`config.mk`:
```
export PLATFORM = sky130hd
export DESIGN_NAME = saturation_ctrl_flat
export DESIGN_NICKNAME = d
export VERILOG_FILES = /design/src/rtl/saturation_ctrl_pkg.sv /design/src/rtl/saturation_ctrl_if.sv /design/src/rtl/saturation_ctrl_sync_edge_det.sv /design/src/rtl/saturation_ctrl.sv /design/src/flat_wrapper.sv
export SDC_FILE = /design/constraint.sdc
export NUM_CORES = 1
export LEC_CHECK = 0
export CAP_MARGIN = 20
export CORE_AREA = 2 2 186 170
export CTS_CLUSTER_SIZE = 8
export DETAILED_ROUTE_END_ITERATION = 8
export DIE_AREA = 0 0 188 172
export GPL_ROUTABILITY_DRIVEN = 1
export PLACE_DENSITY = 0.57
export SYNTH_ARGS = -nofsm -noshare
export SYNTH_HDL_FRONTEND = slang
export SYNTH_SLANG_ARGS = --single-unit
```
`constraint.sdc`:
```
create_clock -name clk -period 12.9 [get_ports clk]
set_input_delay 2.58 -clock clk [delete_from_list [all_inputs] [get_ports clk]]
set_output_delay 2.58 -clock clk [all_outputs]
set_load 0.05 [all_outputs]
```
`src/rtl/saturation_ctrl_pkg.sv`:
```
// Shared types and constants for the saturation coefficient scheduler.
package saturation_ctrl_pkg;

  localparam int SAT_COE_W = 16;

  typedef enum logic [1:0] {
    ST_IDLE  = 2'd0,
    ST_ARMED = 2'd1,
    ST_RAMP  = 2'd2
  } sat_ctrl_state_t;

  localparam logic [1:0] SAT_ADR_SAT   = 2'd0;
  localparam logic [1:0] SAT_ADR_YCOE0 = 2'd1;
  localparam logic [1:0] SAT_ADR_YCOE1 = 2'd2;
  localparam logic [1:0] SAT_ADR_YCOE2 = 2'd3;

  typedef struct packed {
    logic [SAT_COE_W-1:0] sat;
    logic [SAT_COE_W-1:0] ycoe0;
    logic [SAT_COE_W-1:0] ycoe1;
    logic [SAT_COE_W-1:0] ycoe2;
  } coe_set_t;

endpackage

```
`src/rtl/saturation_ctrl_if.sv`:
```
// Host configuration port: staging writes, commit strobe and busy status.
interface saturation_ctrl_if #(
  parameter int COE_WIDTH = 16
);
  logic                 cfg_wr_i;
  logic [1:0]           cfg_adr_i;
  logic [COE_WIDTH-1:0] cfg_dat_i;
  logic                 cfg_commit_i;
  logic                 cfg_busy_o;

  modport master (
    output cfg_wr_i, cfg_adr_i, cfg_dat_i, cfg_commit_i,
    input  cfg_busy_o
  );

  modport slave (
    input  cfg_wr_i, cfg_adr_i, cfg_dat_i, cfg_commit_i,
    output cfg_busy_o
  );
endinterface

```
`src/rtl/saturation_ctrl_sync_edge_det.sv`:
```
// Registered rising-edge detector; the delayed copy resets to 0.
module sync_edge_det (
  input  logic clk,
  input  logic rst,
  input  logic i_sig,
  output logic o_edge
);
  logic r_q;

  always_ff @(posedge clk or posedge rst) begin
    if (rst) r_q <= 1'b0;
    else     r_q <= i_sig;
  end

  assign o_edge = i_sig & ~r_q;
endmodule

```
`src/rtl/saturation_ctrl.sv`:
```
// Frame-synchronous coefficient scheduler: luma weights switch at frame start,
// saturation ramps toward its target by a bounded step per frame.
module saturation_ctrl
  import saturation_ctrl_pkg::*;
#(
  parameter int COE_WIDTH     = SAT_COE_W,
  parameter int RAMP_STEP     = 4,
  parameter int SAT_DEFAULT   = 64,
  parameter int YCOE0_DEFAULT = 19,
  parameter int YCOE1_DEFAULT = 37,
  parameter int YCOE2_DEFAULT = 9
) (
  input  logic                 clk,
  input  logic                 rst,
  saturation_ctrl_if.slave     cfg,
  input  logic                 vs_i,
  output logic [COE_WIDTH-1:0] saturation_o,
  output logic [COE_WIDTH-1:0] ycoe0_o,
  output logic [COE_WIDTH-1:0] ycoe1_o,
  output logic [COE_WIDTH-1:0] ycoe2_o,
  output logic                 update_o,
  output logic [1:0]           state_o
);

  localparam coe_set_t SET_DEFAULT = '{
    sat:   SAT_COE_W'(SAT_DEFAULT),
    ycoe0: SAT_COE_W'(YCOE0_DEFAULT),
    ycoe1: SAT_COE_W'(YCOE1_DEFAULT),
    ycoe2: SAT_COE_W'(YCOE2_DEFAULT)
  };
  localparam logic [COE_WIDTH:0] STEP_W = (COE_WIDTH+1)'(RAMP_STEP);

  sat_ctrl_state_t      r_state, w_state_nxt;
  coe_set_t             r_stage, r_pend, r_act;
  logic [COE_WIDTH-1:0] r_target;
  logic                 r_pending;
  logic                 r_update;
  logic                 r_busy;

  logic                 w_fe;
  logic                 w_step;
  logic                 w_load;
  logic [COE_WIDTH-1:0] w_tgt;
  logic [COE_WIDTH-1:0] w_sat_nxt;

  function automatic logic [COE_WIDTH-1:0] sat_step(
    input logic [COE_WIDTH-1:0] cur,
    input logic [COE_WIDTH-1:0] tgt
  );
    logic signed [COE_WIDTH:0] d;
    logic [COE_WIDTH:0]        mag;
    d   = $signed({1'b0, tgt}) - $signed({1'b0, cur});
    mag = d[COE_WIDTH] ? 
          (COE_WIDTH+1)'(-d) : (COE_WIDTH+1)'(d);
    if (RAMP_STEP == 0 || mag <= STEP_W) sat_step = tgt;
    else if (d[COE_WIDTH])               sat_step = cur - STEP_W[COE_WIDTH-1:0];
    else                                 sat_step = cur + STEP_W[COE_WIDTH-1:0];
  endfunction

  sync_edge_det u_vs_edge (
    .clk    (clk),
    .rst    (rst),
    .i_sig  (vs_i),
    .o_edge (w_fe)
  );

  always_ff @(posedge clk or posedge rst) begin
    if (rst) r_state <= ST_IDLE;
    else     r_state <= w_state_nxt;
  end

  always_comb begin
    w_state_nxt = r_state;
    w_step      = 1'b0;
    w_load      = 1'b0;
    case (r_state)
      ST_IDLE:  if (r_pending) w_state_nxt = ST_ARMED;
      ST_ARMED: begin
        w_step = w_fe;
        w_load = w_fe;
      end
      ST_RAMP: begin
        w_step = w_fe;
        w_load = w_fe & r_pending;
      end
      default:  w_state_nxt = ST_IDLE;
    endcase
    w_tgt     = w_load ? r_pend.sat : r_target;
    w_sat_nxt = sat_step(r_act.sat, w_tgt);
    if (w_step) w_state_nxt = (w_sat_nxt == w_tgt) ? ST_IDLE : ST_RAMP;
  end

  // A commit landing on the same edge as a load wins: the old set is consumed
  // while the new one stays pending for the following frame.
  always_ff @(posedge clk or posedge rst) begin
    if (rst) begin
      r_stage   <= SET_DEFAULT;
      r_pend    <= SET_DEFAULT;
      r_act     <= SET_DEFAULT;
      r_target  <= SET_DEFAULT.sat;
      r_pending <= 1'b0;
      r_update  <= 1'b0;
      r_busy    <= 1'b0;
    end else begin
      if (cfg.cfg_wr_i) begin
        case (cfg.cfg_adr_i)
          SAT_ADR_SAT:   r_stage.sat   <= cfg.cfg_dat_i;
          SAT_ADR_YCOE0: r_stage.ycoe0 <= cfg.cfg_dat_i;
          SAT_ADR_YCOE1: r_stage.ycoe1 <= cfg.cfg_dat_i;
          default:       r_stage.ycoe2 <= cfg.cfg_dat_i;
        endcase
      end
      if (cfg.cfg_commit_i) begin
        r_pend    <= r_stage;
        r_pending <= 1'b1;
      end else if (w_load) begin
        r_pending <= 1'b0;
      end
      if (w_load) begin
        r_act.ycoe0 <= r_pend.ycoe0;
        r_act.ycoe1 <= r_pend.ycoe1;
        r_act.ycoe2 <= r_pend.ycoe2;
        r_target    <= r_pend.sat;
      end
      if (w_step) r_act.sat <= w_sat_nxt;
      r_update <= w_step;
      r_busy   <= (w_state_nxt != ST_IDLE) | cfg.cfg_commit_i | (r_pending & ~w_load);
    end
  end

  assign saturation_o   = r_act.sat;
  assign ycoe0_o        = r_act.ycoe0;
  assign ycoe1_o        = r_act.ycoe1;
  assign ycoe2_o        = r_act.ycoe2;
  assign update_o       = r_update;
  assign state_o        = r_state;
  assign cfg.cfg_busy_o = r_busy;

endmodule
```
`src/flat_wrapper.sv`:
```
// flat-port wrapper written by rule: the top's interface ports become plain ports
module saturation_ctrl_flat import saturation_ctrl_pkg::*;
#(
  parameter int COE_WIDTH     = SAT_COE_W,
  parameter int RAMP_STEP     = 4,
  parameter int SAT_DEFAULT   = 64,
  parameter int YCOE0_DEFAULT = 19,
  parameter int YCOE1_DEFAULT = 37,
  parameter int YCOE2_DEFAULT = 9
)
  (clk, rst, vs_i, saturation_o, ycoe0_o, ycoe1_o, ycoe2_o, update_o, state_o, cfg_cfg_wr_i, cfg_cfg_adr_i, cfg_cfg_dat_i, cfg_cfg_commit_i, cfg_cfg_busy_o);
  saturation_ctrl_if #(.COE_WIDTH(COE_WIDTH)) cfg_i ();
  input  logic clk;
  input  logic rst;
  input  logic vs_i;
  output logic [COE_WIDTH-1:0] saturation_o;
  output logic [COE_WIDTH-1:0] ycoe0_o;
  output logic [COE_WIDTH-1:0] ycoe1_o;
  output logic [COE_WIDTH-1:0] ycoe2_o;
  output logic update_o;
  output logic [1:0] state_o;
  input wire logic [$bits(cfg_i.cfg_wr_i)-1:0] cfg_cfg_wr_i;
  input wire logic [$bits(cfg_i.cfg_adr_i)-1:0] cfg_cfg_adr_i;
  input wire logic [$bits(cfg_i.cfg_dat_i)-1:0] cfg_cfg_dat_i;
  input wire logic [$bits(cfg_i.cfg_commit_i)-1:0] cfg_cfg_commit_i;
  output wire logic [$bits(cfg_i.cfg_busy_o)-1:0] cfg_cfg_busy_o;
  assign cfg_i.cfg_wr_i = cfg_cfg_wr_i;
  assign cfg_i.cfg_adr_i = cfg_cfg_adr_i;
  assign cfg_i.cfg_dat_i = cfg_cfg_dat_i;
  assign cfg_i.cfg_commit_i = cfg_cfg_commit_i;
  assign cfg_cfg_busy_o = cfg_i.cfg_busy_o;
  saturation_ctrl #(.COE_WIDTH(COE_WIDTH), .RAMP_STEP(RAMP_STEP), .SAT_DEFAULT(SAT_DEFAULT), .YCOE0_DEFAULT(YCOE0_DEFAULT), .YCOE1_DEFAULT(YCOE1_DEFAULT), .YCOE2_DEFAULT(YCOE2_DEFAULT)) u_core (.clk(clk), .rst(rst), .cfg(cfg_i), .vs_i(vs_i), .saturation_o(saturation_o), .ycoe0_o(ycoe0_o), .ycoe1_o(ycoe1_o), .ycoe2_o(ycoe2_o), .update_o(update_o), .state_o(state_o));
endmodule
```
==> results.txt <==
- Run status: finished, final reports clean
- Post-synthesis cell type count: 70
* Remaining global-route overflow: 0
* Sum of negative setup slack: 0 ns
- Routed wire length per instance: between 15 and 20 µm
- Weighted congestion at the end of routability-driven global placement: between 0.7 and 0.8
- Leading cell types by total area after synthesis: dfrtp_1 44%, mux2_2 20%, dfstp_2 7.0%
- X dimension of the die: 188 µm
- Count of standard-cell rows: just over 60
- The tree is rooted in a clkbuf_16.
* Initial antenna violation count: 0
- Number of violations of the max-capacitance limit: 0
* Length of the first detailed-routing pass in iterations: 4
- In this run the most critical hold path is launched from u_core.r_stage[42].
- 0 antenna diodes ended up in the layout.
- Share of layout cells above drive strength 1: 0.2916
- Crit. Startpoint: vs_i
- The worst register-to-register path has a setup slack of about 4.9 ns.
* Number of standard cells after synthesis: 840
- Floorplan die height: roughly 170 µm
* Hold slack final: slightly below 0.5 ns
- Of all nets on the critical path, the largest fanout is 34.
- Timing would allow up to ~110 MHz.
* Post-route DRC: 0
- Fraction of post-synthesis cell area in the top cell type by area: 0.4436
- HP Class: reg2reg
- Post-Synthesis Cell Area: about 10000 µm²
- Avg Cell Area, Syn: roughly 12 µm²
- Pin count of the biggest net entering global routing: 133
- The final-report max-slew violation count was 0.
* Worst hold endpoint: u_core.r_pend[42]
* Transition time of the tightest slew-check pin: ~1 ns
- Gates resized during post-CTS repair numbered 0.
* Category of the critical setup timing path: in2reg
- The routed design could run at a clock period as short as between 9 and 10 ns.
- Headroom to the max-slew limit came out at 0.3194.
* FF-to-FF Start: u_core.state_o[0]
* Endpoint required time on the critical path: about 13 ns
- Synthesis-stage register bit count: 214
- # Post-CTS Setup Buffers: 0
- After filler insertion, the fill cell instance count of the layout stands at just under 3000.
- H-tree lvl count: 1
* Cell with the largest stage delay on the worst path: or2_2
- Startpoint type of the worst setup path: input port
* Top cell types by occurrence after synthesis: 190 x mux2_2, 186 x dfrtp_1, 39 x nand2_1, 33 x ha_1, 32 x inv_1
* Global-route wire length before repair: about 37 mm
* Final WL: 22.57 mm
* Unrepaired setup endpoints after global routing: no
- After clock tree synthesis, the clock-pin slew on the worst setup and hold paths is approximately 0.05 ns.
- Residual antenna-violating net count after detailed routing: 0
* Via-per-instance ratio: 4.929
* Number of global-route vias before repair: about 6800
* Buffers from clock root to sink, at most: 3
* Critical register-to-register path endpoint: u_core.state_o[1]
* Final period util: 0.7336
- TritonCTS created 30 clock buffers.
* Path depth of the worst reg2reg path: 27
* Synthesis-to-layout area growth: 20.88%
- During synthesis, Yosys emitted a total of 0 warnings.
* Number of setup violations in the final report: 0
* I/O Pins: 91
- Across every metal layer, demand over resource in global routing totals 0.1411.
- Post-synth top area cell: dfrtp_1
- The number of hold violations in the final report is 0.
- Among all cell types in the netlist, the one instantiated most often is mux2_2.
* Vias after detailed routing: around 6700
- For this design, the sink count on the clock tree is about 210.
- Clock skew: ~0.012 ns
- The number of nets in the synthesized netlist is around 900.
- Delay of the slowest cell on the worst path: roughly 0.8 ns
* Share of synthesized area occupied by flip-flops and latches: 0.5137
- The initial utilization of the core area, before any placement, comes to 0.3445.
- Clk_lat worst skew: about 0.53 ns
- In this run the tool buffered the top-level ports with 90 buffer cells.
- Most used DFF post-synth: dfrtp_1
- TritonCTS built the clock tree.
- Min-Delay Path Depth: 1
* Number of nets in the finished design: 996
- Number of flops mapped to enable cells by yosys: 0
- STA classifies the critical path endpoint as a flop.
- Data arrival, critical path: 9.86 ns
- Final HPWL DP: about 15 mm
* Iter 0 DRT Violations: 325
* Die outline area: between 30000 and 40000 µm²
- Share of flip-flops with an asynchronous set or reset after synthesis: 1.000
- After clock tree synthesis, the flow added hold-fix buffers numbering 0.
- Core area: around 30000 µm²
## layout make-up
| class | count | area, µm² | share of cell area |
|---|---|---|---|
| Multi-Input combinational cell | 562 | 4843 | 0.3819 |
| Inverter | 32 | 127.6 | 0.01006 |
| Timing Repair Buffer | 98 | 975.9 | 0.07695 |
| Clock buffer | 44 | 834.6 | 0.06580 |
| Tap cell | 409 | 511.7 | 0.04035 |
| Sequential cell | 214 | 5390 | 0.4250 |
## worst max path at each step
stage | slack (ns) | endpoint
floorplan | 4.20 | u_core.state_o[1]
global placement | 2.99 | u_core.state_o[1]
detailed placement | 2.89 | u_core.state_o[1]
CTS | 3.43 | u_core.state_o[1]
global route | 2.87 | u_core.state_o[1]
finish | 3.44 | u_core.state_o[1]
## critical path: cells and delay by family
family | cells | cell delay [ns]
XOR/XNOR | 2 | 0.36
buffers and inverters | 5 | 1.26
AND/OR/NAND/NOR | 6 | 2.17
multiplexers | 1 | 0.42
AO/OA/AOI/OAI | 9 | 2.12
adder cells (fa/ha/maj) | 3 | 0.91
## routing by layer
metal / track usage / wire, µm / vias to the layer above
met5: 0 / 0 / -
met4: 0.02602 / 284 / 0
met3: 0.02578 / 879 / 27
met2: 0.2291 / 10340 / 108
met1: 0.1993 / 11070 / 3345
li1: - / - / 3218
## through the flow
step	util	worst slack (ns)	std cells	cell area, µm²
after detailed placement	0.3882	2.894	1314	11820
after global placement	0.3882	2.994	1314	11820
after CTS	0.4156	3.432	1358	12660
after floorplan	-	4.203	840	10490
after global routing	0.4165	2.865	1359	12680
final	0.4165	3.437	1359	12680
## registers in the layout (all words and copies together), names as in the netlist, 2 cells and up
| register | count |
|---|---|
| u_core.ycoe2_o | 16 |
| u_core.r_target | 16 |
| u_core.r_stage | 64 |
| u_core.saturation_o | 16 |
| u_core.ycoe1_o | 16 |
| u_core.r_pend | 64 |
| u_core.state_o | 2 |
| u_core.ycoe0_o | 16 |
## layout by cell type, fill, tap and decap left out, types with 7 or more instances in the layout
cell type and count:
a211oi_1 9, a21o_1 9, a21oi_1 27, and2_1 9
buf_4 7, clkbuf_1 12, clkbuf_16 31, clkdlybuf4s50_1 89
dfrtp_1 186, dfstp_2 28, ha_1 33, inv_1 31
mux2_2 190, mux2i_1 15, nand2_1 39, nand3_1 8
nor2_1 27, nor3_1 13, o21a_1 7, o21ai_0 9
o21ai_1 18, xnor2_1 27, xor2_1 14
## kinds of logic after synthesis
logic type                 after synthesis  share of synthesized area
AOI/OAI and AO/OA                      129                    0.08657
buffers and inverters                   64                    0.02516
muxes                                  208                     0.2222
and+or+nand+nor                        149                    0.07501
DFF                                    214                     0.5137
adders and majority gates               35                    0.04317
xor gates and xnor gates                41                    0.03422
Power is left out: the tool's default activity adds up to more than one toggle a clock period on the data nets, which glitch-free logic cannot reach.
